### config.mk
export PLATFORM = sky130hd
export DESIGN_NAME = fetch_align_ctrl
export DESIGN_NICKNAME = d
export VERILOG_FILES = /design/src/rtl/fetch_align_ctrl.sv
export SDC_FILE = /design/constraint.sdc
export NUM_CORES = 1
export LEC_CHECK = 0
export CORE_AREA = 5 5 164 181
export CTS_BUF_LIST = sky130_fd_sc_hd__clkbuf_16
export CTS_CLUSTER_DIAMETER = 100
export DETAILED_ROUTE_END_ITERATION = 8
export DIE_AREA = 0 0 169 186
export MAX_ROUTING_LAYER = met4
export PLACE_DENSITY = 0.53
export SLEW_MARGIN = 5
export SYNTH_ARGS = -nofsm -noshare
export SYNTH_HDL_FRONTEND = slang
export SYNTH_SLANG_ARGS = --single-unit
### constraint.sdc
create_clock -name clk -period 6.5 [get_ports clk]
set_input_delay 1.3 -clock clk [delete_from_list [all_inputs] [get_ports clk]]
set_output_delay 1.3 -clock clk [all_outputs]
set_load 0.03 [all_outputs]
### src/rtl/fetch_align_ctrl.sv
// fetch_align_ctrl: single-outstanding word fetch feeding a 3-halfword align queue.
// Optional feature macro C_EXT_EN enables 16-bit compressed instructions.
module fetch_align_ctrl #(
  parameter logic [31:0] RESET_PC = 32'h0000_0000
) (
  input  logic        clk,
  input  logic        reset,
  input  logic        redirect_i,
  input  logic [31:0] redirect_pc_i,
  output logic        imem_req_o,
  output logic [31:0] imem_addr_o,
  input  logic        imem_gnt_i,
  input  logic        imem_rvalid_i,
  input  logic [31:0] imem_rdata_i,
  output logic        inst_valid_o,
  output logic [31:0] inst_o,
  output logic [31:0] inst_pc_o,
  output logic        inst_is_c_o,
  input  logic        inst_ready_i,
  output logic        misalign_exc_o
);
  typedef enum logic [1:0] {RUN, WAIT, DRAIN, HALT} state_t;

  state_t           state, state_nx;
  logic [2:0][15:0] q, q_nx;
  logic [1:0]       count, cnt_nx;
  logic [31:0]      pc_q, fa;
  logic             skip, halt_pend, halt_nx, exc_q;
  logic             head_c, redir_bad, req_raw, valid_raw, deliver, push, grant;

`ifdef C_EXT_EN
  assign head_c    = (q[0][1:0] != 2'b11);
  assign redir_bad = 1'b0;
`else
  assign head_c    = 1'b0;
  assign redir_bad = redirect_pc_i[1];
`endif

  assign req_raw   = (state == RUN) && (count <= 2'd1) && !redirect_i;
  assign valid_raw = !redirect_i && (state != HALT) &&
                     ((count >= 2'd2) || ((count != 2'd0) && head_c));
  assign grant     = req_raw && imem_gnt_i;
  assign deliver   = valid_raw && inst_ready_i;
  assign push      = (state == WAIT) && imem_rvalid_i && !redirect_i;

  assign imem_req_o     = !reset && req_raw;
  assign imem_addr_o    = reset ? 32'h0 : fa;
  assign inst_valid_o   = !reset && valid_raw;
  assign inst_o         = reset ? 32'h0 : (head_c ? {16'h0, q[0]} : {q[1], q[0]});
  assign inst_pc_o      = reset ? 32'h0 : pc_q;
  assign inst_is_c_o    = !reset && head_c;
  assign misalign_exc_o = !reset && exc_q;

  // Pop first, then append the response halves behind whatever remains.
  always_comb begin
    q_nx   = q;
    cnt_nx = count;
    if (deliver) begin
      if (head_c) begin
        q_nx[0] = q[1];
        q_nx[1] = q[2];
        cnt_nx  = count - 2'd1;
      end else begin
        q_nx[0] = q[2];
        cnt_nx  = count - 2'd2;
      end
    end
    if (push) begin
      if (skip) begin
        case (cnt_nx)
          2'd0:    q_nx[0] = imem_rdata_i[31:16];
          2'd1:    q_nx[1] = imem_rdata_i[31:16];
          default: q_nx[2] = imem_rdata_i[31:16];
        endcase
        cnt_nx = cnt_nx + 2'd1;
      end else begin
        if (cnt_nx == 2'd0) begin
          q_nx[0] = imem_rdata_i[15:0];
          q_nx[1] = imem_rdata_i[31:16];
        end else begin
          q_nx[1] = imem_rdata_i[15:0];
          q_nx[2] = imem_rdata_i[31:16];
        end
        cnt_nx = cnt_nx + 2'd2;
      end
    end
  end

  always_comb begin
    state_nx = state;
    halt_nx  = halt_pend;
    case (state)
      RUN:     if (grant) state_nx = WAIT;
      WAIT:    if (imem_rvalid_i) state_nx = RUN;
      DRAIN:   if (imem_rvalid_i) state_nx = halt_pend ? HALT : RUN;
      default: state_nx = HALT;
    endcase
    if (redirect_i) begin
      halt_nx = redir_bad;
      // A response arriving this very cycle is the outstanding one; nothing left to drain.
      if ((state == WAIT || state == DRAIN) && !imem_rvalid_i) state_nx = DRAIN;
      else state_nx = redir_bad ? HALT : RUN;
    end
  end

  always_ff @(posedge clk) begin
    if (reset) begin
      state     <= RUN;
      q         <= '0;
      count     <= 2'd0;
      pc_q      <= RESET_PC & ~32'h1;
      fa        <= RESET_PC & ~32'h3;
      skip      <= RESET_PC[1];
      halt_pend <= 1'b0;
      exc_q     <= 1'b0;
    end else begin
      state     <= state_nx;
      halt_pend <= halt_nx;
      exc_q     <= redirect_i && redir_bad;
      if (redirect_i) begin
        count <= 2'd0;
        pc_q  <= redirect_pc_i & ~32'h1;
        fa    <= redirect_pc_i & ~32'h3;
        skip  <= redirect_pc_i[1];
      end else begin
        q     <= q_nx;
        count <= cnt_nx;
        if (deliver) pc_q <= pc_q + (head_c ? 32'd2 : 32'd4);
        if (grant) fa <= fa + 32'd4;
        if (push && skip) skip <= 1'b0;
      end
    end
  end
endmodule

; Word level (Yosys, flattened, before mapping)
; Index checks and enable logic that the tools add are counted.
[word_totals]
register_bits = 119
in_bits = 70
output_inout_bits = 100
[classes]
addsub = 5
magnitude_cmp = 2
n_eq_ne = 9
mux = 29
bitwise = 1
reduce_logical = 27
[op_table]
columns = cell, n
row1 = two-way mux 32 bit, 8
row2 = two-way mux 16 bit, 7
row3 = adder 32 x 3 -> 32 bit (second input constant), 2
row4 = two-way mux 48 bit, 1
row5 = two-way mux 2 bit, 10
row6 = logical AND 1 bit, 14
row7 = inequality test 3 bit (second input constant), 3
row8 = inequality test 2 bit (second input constant), 3
row9 = one-hot mux 2 bit (3 select lines), 1
row10 = nonzero test 2 bit, 3
row11 = == test 2 x 1 -> 1 bit (second input constant), 2
row12 = logical NOT 2 bit, 2
row13 = AND reduction 4 bit, 1
row14 = OR reduction 2 bit, 2
row15 = logical NOT 1 bit, 3
row16 = AND reduction 3 bit, 1
row17 = adder 2 x 1 -> 2 bit (second input constant), 1
row18 = adder 2 bit (second input constant), 1
row19 = == test 2 bit (second input constant), 1
row20 = greater-or-equal comparator 2 bit (second input constant), 1
row21 = <= comparator 2 x 1 -> 1 bit (second input constant), 1
row22 = two-way mux 1 bit, 2
row23 = subtractor 2 bit (second input constant), 1
row24 = logical OR 1 bit, 1
row25 = inverter 1 bit, 1

; Longest topological paths before layout
; Gate-level depths: netlist of the first run.
[logic_depth]
word_depth = 10
mapped_depth = 11
ltp_nobuf = 8

; Worst setup path after synthesis of the first run
; OpenSTA, ideal clock, no wires.
[synth_path]
path_kind = input port to output port
startpoint = input port redirect_i
endpoint = output port inst_valid_o
arrival_time_ns = 2.666
t_required_ns = 5.200
path_slack_ns = 2.534
cell_stages = 4
n_path_buf = 2
cell_sequence = clkbuf_1 > or2_2 > clkbuf_1 > nor3b_1
[synth_via]
elab_chain_len = 4
[synth_rtl]
columns = element, line
row1 = from (decl), 8  ; input logic redirect_i,
row2 = logical NOT 1 bit, 40  ; assign valid_raw = !redirect_i && (state != HALT) &&
row3 = logical AND 1 bit (2 in series), 40
row4 = logical AND 1 bit, 48  ; assign inst_valid_o = !reset && valid_raw;
row5 = to (decl), 15  ; output logic inst_valid_o,
; Every way passes these cells.

; Worst setup path after layout of the first run
[layout_path]
startpoint = input port reset
endpoint = output port imem_addr_o[4]
[layout_via]
elab_chain_len = 1
[layout_rtl]
columns = element, line
row1 = from (decl), 7  ; input logic reset,
row2 = two-way mux 32 bit, 47  ; assign imem_addr_o = reset ? 32'h0 : fa;
row3 = to (decl), 11  ; output logic [31:0] imem_addr_o,
; Every way passes these cells.

==> results of run 1 <==
-- layout make-up --
type | instances | area, µm² | share of cell area [%]
sequential | 116 | 2320 | 25.0
multi-input combinational | 661 | 4070 | 43.9
timing repair buffer | 173 | 1710 | 18.4
tap | 363 | 454 | 4.89
inverter | 30 | 113 | 1.21
clock buffer | 17 | 425 | 4.58
antenna | 4 | 10.0 | 0.108
clock inverter | 15 | 179 | 1.93
-- placed cells by master, fill, tap and decap left out, types with 7 or more instances in the layout --
cell / count
clkdlybuf4s50_1: 162
dfxtp_1: 116
nand2_1: 113
nor2b_1: 110
nor2_1: 49
a311oi_1: 42
a21oi_1: 40
inv_1: 29
nand4_1: 27
a211oi_1: 24
o21ai_0: 24
nor4_1: 20
nand3_1: 20
nor3_1: 19
clkbuf_16: 17
and4_1: 16
a21boi_0: 15
or4_1: 11
o31ai_1: 11
a31oi_1: 11
xnor2_1: 11
o31a_1: 10
o21bai_1: 9
ha_1: 9
buf_4: 9
xor2_1: 7
-- how the worst max path moves through the flow --
stage                       to  slack, ns  cells past startpoint
2_1_floorplan     inst_valid_o       2.53                      4
3_3_place_gp   imem_addr_o[14]       1.81                      4
4_1_cts          inst_pc_o[13]       1.77                      4
3_5_place_dp     inst_pc_o[13]       1.76                      4
5_1_grt          inst_pc_o[13]       1.63                      4
6_report        imem_addr_o[4]       1.78                      4
-- critical path: stages --
cell	delay, ns
buf_6	0.58
buf_4	0.70
nor2b_1	0.12
clkdlybuf4s50_1	0.62
-- through the flow --
| step | std cells | utilization [%] |
|---|---|---|
| after floorplan | 881 | - |
| after global placement | 1343 | 31.4 |
| after global routing | 1379 | 33.6 |
| after CTS | 1375 | 33.6 |
| after detailed placement | 1343 | 31.4 |
| final | 1379 | 33.6 |
-- sequential cells by signal (all words and copies together) (netlist names) --
signal and count:
exc_q 1, q 48, halt_pend 1, pc_q 31, state 2, skip 1, count 2, fa 30
-- logic make-up after synthesis --
| group | count (synthesis) | share of synthesized area [%] |
|---|---|---|
| adder cells (fa/ha/maj) | 9 | 1.66 |
| flip-flops | 116 | 34.2 |
| buffers and inverters | 104 | 6.01 |
| AND/OR/NAND/NOR | 418 | 33.3 |
| AO/OA/AOI/OAI | 210 | 22.1 |
| multiplexers | 2 | 0.295 |
| XOR/XNOR | 18 | 2.32 |
| other | 1 | 0.0553 |
-- per-layer routing --
metal | vias up | GRT usage [%] | wire length (µm)
met5 | - | - | 0
met4 | 0 | 4.96 | 493
li1 | 3435 | - | -
met1 | 3266 | 18.8 | 10600
met3 | 31 | 5.29 | 2120
met2 | 265 | 25.1 | 11500
-- report_power, final --
part           leakage (nW)  switching, W  internal (W)
sequential            0.952     0.0000490      0.000751
combinational          1.78      0.000186      0.000146
clock                 0.290      0.000369      0.000605
total                  3.02      0.000605       0.00150
==> metrics.md, run 1 <==
| Metric | Value |
|---|---|
| Die height | `186 µm` |
| Max_slew headroom | `33.0%` |
| Power Total | `0.00211 W` |
| Fin Hold WS | `0.449 ns` |
| Vias per inst | `5.07` |
| Post-Route WL | `24.7 mm` |
| Die area | `31,400 µm²` |
| P&R area growth vs syn | `36.8%` |
| ANT nets after route | `0` |
| PortBufs | `164` |
| Hold path cells | `1` |
| RSZ-0062 raised after global routing | `false` |
| Final Critical Period | `4.72 ns` |
| Total grt overflow | `0` |
| Syn avg cell area | `7.73 µm²` |
| Synth warn | `0` |
| Initial core utilization | `24.6%` |
| IR drop worst, VDD | `0.153 mV` |
| Register area share after synthesis | `34.2%` |
| Clk_lat worst skew | `0.43 ns` |
| GP Congestion | `0.855` |
| FF-to-FF Start | `state[0]` |
| Final Hold Vio Count | `0` |
| Yosys cell types | `56` |
| DRC errors left | `0` |
| Pwr per Cell Area | `227 nW/µm²` |
| Final setup vio count | `0` |
| Final Instance Area | `9280 µm²` |
| Setup TNS Final | `0 ns` |
| Area share of the largest cell type after synthesis | `34.2%` |
| Sink Count | `116` |
| Internal reg-to-reg setup slack | `3.80 ns` |
| Arr. time, crit path | `3.42 ns` |
| Clock buffer count from CTS | `17` |
| Startpoint types | `primary input` |
| Reg clk slew, reported paths | `0.05 ns` |
| Placed inst area | `8670 µm²` |
| Post-Place Worst Slack | `1.76 ns` |
| Pre-antenna DRT Iters | `6` |
| Synth Cell Area | `6790 µm²` |
| Top FF cell, synth | `dfxtp_1` |
| Clock Path Buffers | `2` |
| Crit. End Element | `output pin` |
| Area of the core | `27,600 µm²` |
| # rows | `64` |
| Layout fillers | `2,940` |
| CTS root buf | `clkbuf_16` |
| CTS tree | `built` |
| R2R Path End | `q[10]` |
| 1st-iter DRT viols | `533` |
| Crit-path max FO | `113` |
| Vias in the first global route | `6,791` |
| Die X | `169 µm` |
| Io pins | `170` |
| Max Cap Viol | `0` |
| Depth of the most critical reg-to-reg path | `8` |
| Largest net degree at the start of global routing | `114` |
| Synth top cells by count | `dfxtp_1 (116), nand2_1 (113), nor2b_1 (110)` |
| Mapped Cells | `878` |
| Top-count cell post-synth | `dfxtp_1` |
| Post-route setup slack | `1.78 ns` |
| Seq cells post-synth | `116` |
| Initial antenna violation count | `4` |
| Worst-Margin Slew | `1.00 ns` |
| Slew Limit Fails | `0` |
| Setup Fix Bufs, Post-CTS | `0` |
| Kind of critical path | `primary input to output pin` |
| Number of flops mapped to enable cells by yosys | `0` |
| CTS Hold Bufs | `0` |
| Fin crit share | `72.7%` |
| DP HPWL | `17.6 mm` |
| H-Tree Depth | `4` |
| CTS resizes | `0` |
| Nets | `1,078` |
| Max Clk Rate | `212 MHz` |
| Area contributors post-synth | `dfxtp_1 (34%), nor2b_1 (10%), nand2_1 (6.3%), a311oi_1 (5.4%), clkbuf_1 (3.6%)` |
| Hold Path Sink | `pc_q[1]` |
| First-pass GRT wire length | `37.9 mm` |
| Max Clock Skew | `0.0145 ns` |
| Cell taking the most area after synthesis | `dfxtp_1` |
| CP required | `5.20 ns` |
| Vias | `6,997` |
| Static Leakage | `3.02 nW` |
| Status | `completed` |
| Async set-reset flop share out of synthesis | `0%` |
| Beginning of the worst hold path | `pc_q[1]` |
| Worst setup startpoint | `reset` |
| Share of layout cells above drive strength 1 | `5.14%` |
| Worst hold path class | `flip-flop to flip-flop` |
| WL/cell | `17.9 µm` |
| Total track usage | `15.7%` |
(Power assumes the default switching activity.)
==> run 2: changes to the inputs <==
- clock period: 6.5 -> 4.5 ns (I/O delays scaled with it)
==> metrics.md, run 2 (synthesis results as in run 1) <==
| Metric | Value |
|---|---|
| Status | `completed` |
| Largest net degree at the start of global routing | `106 (-7.0%)` |
| Vias in the first global route | `6,790 (-0.015%)` |
| CTS resizes | `0 (unchanged)` |
| Final Critical Period | `3.55 ns` |
| Initial antenna violation count | `5 (+1)` |
| Reg clk slew, reported paths | `0.06 ns (about the same)` |
| CP max stage delay | `0.73 ns (+0.03 ns)` |
| Crit path max-delay family | `buffers and inverters` |
| Max Clock Skew | `0.0116 ns (-0.00285 ns)` |
| Worst-Margin Slew | `0.998 ns (-0.00559 ns)` |
| PortBufs | `164 (unchanged)` |
| RSZ-0062 raised after global routing | `false` |
| Worst path cell trace | `buf_6, or2_2, nor3b_1, clkdlybuf4s50_1` |
| DRC errors left | `0 (unchanged)` |
| Clock buffer count from CTS | `17 (unchanged)` |
| Post-Route WL | `24.8 mm (+0.12%)` |
| Power Total | `0.00309 W (+47%)` |
| Initial core utilization | `24.6% (unchanged)` |
| Final Hold Vio Count | `0 (unchanged)` |
| Die area | `31,400 µm² (unchanged)` |
| Total track usage | `15.9% (+0.15 points)` |
| Vias per inst | `5.06 (-0.28%)` |
| Die height | `186 µm (unchanged)` |
| 1st-iter DRT viols | `477 (-11%)` |
| Slew Limit Fails | `0 (unchanged)` |
| # rows | `64 (unchanged)` |
| Clk_lat worst skew | `0.42 ns (about the same)` |
| Max Clk Rate | `281 MHz` |
| Setup TNS Final | `0 ns (unchanged)` |
| DP HPWL | `17.8 mm (+1.3%)` |
| CP required | `3.60 ns (-1.60 ns)` |
| CTS Hold Bufs | `0 (unchanged)` |
| CTS tree | `built` |
| Crit path max-delay cell type | `clkdlybuf4s50_1` |
| Static Leakage | `3.06 nW (+1.3%)` |
| Share of layout cells above drive strength 1 | `5.61% (+0.47 points)` |
| Biggest regs | `q x48, pc_q x31, fa x30` |
| WL/cell | `17.9 µm (-0.24%)` |
| H-Tree Depth | `4 (unchanged)` |
| GP Congestion | `0.863 (+1.0%)` |
| Crit-path max FO | `80 (-29%)` |
| Sink Count | `116 (unchanged)` |
| Max FFs per register | `48 (unchanged)` |
| Top reg by flops | `q` |
| Most frequent cells in the layout | `clkdlybuf4s50_1 (162), dfxtp_1 (116), nand2_1 (113)` |
| Max_slew headroom | `32.9% (-0.11 points)` |
| Setup Fix Bufs, Post-CTS | `0 (unchanged)` |
| Final setup vio count | `0 (unchanged)` |
| ANT nets after route | `0 (unchanged)` |
| Clock Path Buffers | `2 (unchanged)` |
| First-pass GRT wire length | `38.5 mm (+1.7%)` |
| Kind of critical path | `primary input to output pin` |
| Total grt overflow | `0 (unchanged)` |
| Startpoint types | `primary input` |
| P&R area growth vs syn | `37.6%` |
| Die X | `169 µm (unchanged)` |
| Seq. cell area | `2320 µm² (unchanged)` |
| Nets | `1,082 (+0.37%)` |
| Pwr per Cell Area | `331 nW/µm² (+46%)` |
| IR drop worst, VDD | `0.244 mV (+59%)` |
| Vias | `7,003 (+0.086%)` |
| Max Cap Viol | `0 (unchanged)` |
| Area of the core | `27,600 µm² (unchanged)` |
| Buf/Inv on CP | `2 (-1)` |
| Commonest non-fill, non-tap cell in the layout | `clkdlybuf4s50_1` |
| Multi-input combinational cell area | `4070 µm² (about the same)` |
| Io pins | `170 (unchanged)` |
| Layout fillers | `2,940 (unchanged)` |
| Worst hold path class | `flip-flop to flip-flop` |
| Pre-antenna DRT Iters | `6 (unchanged)` |
| Crit. End Element | `output pin` |
| CTS root buf | `clkbuf_16` |
| Fin crit share | `79.0%` |
| Arr. time, crit path | `2.65 ns (-0.77 ns)` |
| Layout Utilization | `33.8% (+0.21 points)` |
-- run 2: metrics by stage --
step | setup slack (ns) | cells | hold slack, ns | instance area (µm²)
2_1_floorplan | 1.33 | 881 | 0.419 | 6800
3_3_place_gp | 0.883 | 1347 | 0.441 | 8710
3_5_place_dp | 0.896 | 1347 | 0.446 | 8710
4_1_cts | 0.896 | 1379 | 0.455 | 9330
5_1_grt | 0.835 | 1384 | 0.479 | 9340
6_report | 0.945 | 1384 | 0.453 | 9340
-- run 2: area by class of cell --
type                    count  share of cell area (%)
multi-input cells         661                    43.6
flip-flops and latches    116                    24.9
repair buffers            177                    18.7
well taps                 363                    4.86
clock buffers              17                    4.55
clock inverters            15                    2.09
inverters                  30                    1.21
diodes                      5                   0.134
-- run 2: path summary, 6_finish.rpt --
kind | to | depth (start not counted) | slack (ns) | from
setup / recovery | inst_valid_o | 4 | 0.95 | reset
hold / removal | halt_pend | 1 | 0.45 | halt_pend
setup reg to reg | q[0] | 9 | 1.92 | state[0]
hold reg to reg | halt_pend | 1 | 0.45 | halt_pend
-- run 2: power breakdown --
part           total, W  internal (W)  leakage, nW  switching (W)
Sequential      0.00115       0.00108        0.952      0.0000681
Combinational  0.000486      0.000214         1.81       0.000272
Clock           0.00145      0.000888        0.303       0.000565
Total           0.00309       0.00219         3.06       0.000905
-- run 2: per-layer routing --
metal  GRT usage [%]  vias up  wire, µm
li1                -     3442         -
met4            4.15        0       422
met2            25.8      250     11500
met3            5.10       34      2020
met5               -        -         0
met1            19.1     3277     10900
-- run 2: worst reg2reg max path, stage by stage, from the launching register on --
cell       delay (ns)
dfxtp_1          0.34
ha_1             0.28
nand4bb_1        0.23
nand2_1          0.18
ha_1             0.17
buf_4            0.22
nand2_1          0.28
buf_4            0.33
a211oi_1         0.33
a311oi_1         0.08
==> run 3: changes to the inputs <==
- clock period: 4.5 -> 3.65 ns (I/O delays scaled with it)
==> metrics.md, run 3 (synthesis results as in run 1) <==
| Metric | Value |
|---|---|
| Final Critical Period | `2.98 ns` |
| Final setup vio count | `0 (unchanged)` |
| Net Sw Frac | `29.6% (+0.27 points)` |
| GR Util met1 | `20.1% (+0.95 points)` |
| Vias per inst | `4.99 (-1.4%)` |
| PortBufs | `164 (unchanged)` |
| Clock buffer count from CTS | `17 (unchanged)` |
| ANT nets after route | `0 (unchanged)` |
| WL/cell | `17.9 µm (about the same)` |
| Worst-Margin Slew | `1.03 ns (+0.0364 ns)` |
| Vias | `6,958 (-0.64%)` |
| Reg clk slew, reported paths | `0.05 ns (about the same)` |
| Global Route met3 Usage | `4.72% (-0.38 points)` |
| Max Clk Rate | `335 MHz` |
| Max FFs per register | `48 (unchanged)` |
| 1st-iter DRT viols | `488 (+2.3%)` |
| Pre-antenna DRT Iters | `5 (-1)` |
| Worst setup startpoint | `reset` |
| Clock Path Buffers | `2 (unchanged)` |
| Largest net degree at the start of global routing | `65 (-39%)` |
| CTS Hold Bufs | `0 (unchanged)` |
| Total track usage | `16.1% (+0.20 points)` |
| CP Capture Point | `inst_o[15]` |
| Max Cap Viol | `0 (unchanged)` |
| Pwr per Cell Area | `396 nW/µm² (+20%)` |
| Clock power share | `45.3% (-1.7 points)` |
| GP Congestion | `0.874 (+1.2%)` |
| Global routing's busiest layer | `met2` |
| Status | `completed` |
| P&R area growth vs syn | `38.0%` |
| Io pins | `170 (unchanged)` |
| DRC errors left | `0 (unchanged)` |
| Setup Fix Bufs, Post-CTS | `0 (unchanged)` |
| Area of the core | `27,600 µm² (unchanged)` |
| H-Tree Depth | `4 (unchanged)` |
| Top reg by flops | `q` |
| Max Clock Skew | `0.00962 ns (-0.00202 ns)` |
| Final Hold Vio Count | `0 (unchanged)` |
| Static Leakage | `3.07 nW (+0.30%)` |
| Met2 GRT Util | `25.5% (-0.29 points)` |
| # rows | `64 (unchanged)` |
| CP required | `2.92 ns (-0.68 ns)` |
| Most frequent cells in the layout | `clkdlybuf4s50_1 (162), dfxtp_1 (116), nand2_1 (113)` |
| R2R Path End | `fa[25]` |
| Initial antenna violation count | `4 (-1)` |
| RSZ-0062 raised after global routing | `false` |
| Worst hold path class | `flip-flop to flip-flop` |
| Placed Cells | `1,357 (+0.74%)` |
| CTS root buf | `clkbuf_16` |
| Vias in the first global route | `6,816 (+0.38%)` |
| CTS tree | `built` |
| Arr. time, crit path | `2.25 ns (-0.40 ns)` |
| CTS resizes | `0 (unchanged)` |
| Initial core utilization | `24.6% (unchanged)` |
| Internal reg-to-reg setup slack | `1.19 ns (-0.73 ns)` |
| Die height | `186 µm (unchanged)` |
| Setup TNS Final | `0 ns (unchanged)` |
| Depth of the most critical reg-to-reg path | `4 (-5)` |
| Fin crit share | `81.7%` |
| Die X | `169 µm (unchanged)` |
| Total grt overflow | `0 (unchanged)` |
| Psw | `0.00110 W (+21%)` |
| Clk_lat worst skew | `0.42 ns (about the same)` |
| Crit. End Element | `output pin` |
| FF-to-FF Start | `fa[6]` |
| Kind of critical path | `primary input to output pin` |
| IR drop worst, VDD | `0.294 mV (+20%)` |
| Comb pwr share | `16.4% (+0.7 points)` |
| Post-Route WL | `24.9 mm (+0.66%)` |
| Layout Utilization | `33.9% (+0.082 points)` |
| First-pass GRT wire length | `38.9 mm (+0.86%)` |
| Internal | `0.00261 W (+20%)` |
| Share of layout cells above drive strength 1 | `6.43% (+0.82 points)` |
| Flop pwr share | `38.3% (+1.0 points)` |
| Biggest regs | `q x48, pc_q x31, fa x30` |
| Nets | `1,092 (+0.92%)` |
| Max_slew headroom | `30.5% (-2.5 points)` |
| Slew Limit Fails | `0 (unchanged)` |
| Finished Layout Cells | `1,394 (+0.72%)` |
| Commonest non-fill, non-tap cell in the layout | `clkdlybuf4s50_1` |
| Startpoint types | `primary input` |
| Crit-path max FO | `50 (-38%)` |
| Fin Hold WS | `0.445 ns (-0.00810 ns)` |
| Sink Count | `116 (unchanged)` |
| Die area | `31,400 µm² (unchanged)` |
| DP HPWL | `18.1 mm (+1.7%)` |
run 3: changes by cell type in the layout (fill, tap and decap cells not counted):
cell / change
buf_4: +11
clkinvlp_4: +4
clkinv_4: -2
inv_8: -2
buf_12: -1
bufinv_16: -1
clkinv_1: +1
clkinv_2: +1
inv_6: -1
run 3: area by class of cell:
| cell class | count | area (µm²) |
|---|---|---|
| Fill cell | 2913 | 18300 |
| Multi-Input combinational cell | 661 | 4070 |
| Sequential cell | 116 | 2320 |
| Timing Repair Buffer | 187 | 1810 |
| Tap cell | 363 | 454 |
| Clock buffer | 17 | 425 |
| Clock inverter | 15 | 155 |
| Inverter | 30 | 113 |
| Antenna cell | 5 | 12.5 |
run 3: stage by stage:
| step | total power [W] | worst slack (ns) | area [µm²] |
|---|---|---|---|
| detailed placement | 0.00206 | 0.530 | 8770 |
| global placement | 0.00205 | 0.571 | 8770 |
| floorplan | 0.00178 | 0.824 | 6800 |
| global route | 0.00386 | 0.569 | 9360 |
| finish | 0.00371 | 0.666 | 9360 |
| CTS | 0.00375 | 0.585 | 9350 |
run 3: worst min-delay path by stage:
stage	end	depth (start not counted)	from
finish	pc_q[1]	1	pc_q[1]
global route	pc_q[1]	1	pc_q[1]
CTS	pc_q[1]	1	pc_q[1]
detailed placement	pc_q[1]	1	pc_q[1]
global placement	pc_q[1]	1	pc_q[1]
floorplan	pc_q[1]	1	pc_q[1]
run 3: critical path: stages:
cell,delay (ns)
buf_6,0.20
buf_4,0.49
nor2b_1,0.16
clkdlybuf4s50_1,0.65
run 3: metal layers:
metal  share of wire (%)  up-vias
li1                    -     3453
met1                  46     3273
met2                  46      208
met3                 7.0       24
met4                 1.5        0
met5                   0        -
run 3: power groups by stage:
stage	Sequential, W	Combinational (W)	Clock, W
final	0.00142	0.000610	0.00168
after detailed placement	0.00144	0.000611	0
after global routing	0.00143	0.000665	0.00176
after floorplan	0.00141	0.000372	0
after global placement	0.00144	0.000609	0
after CTS	0.00142	0.000615	0.00172
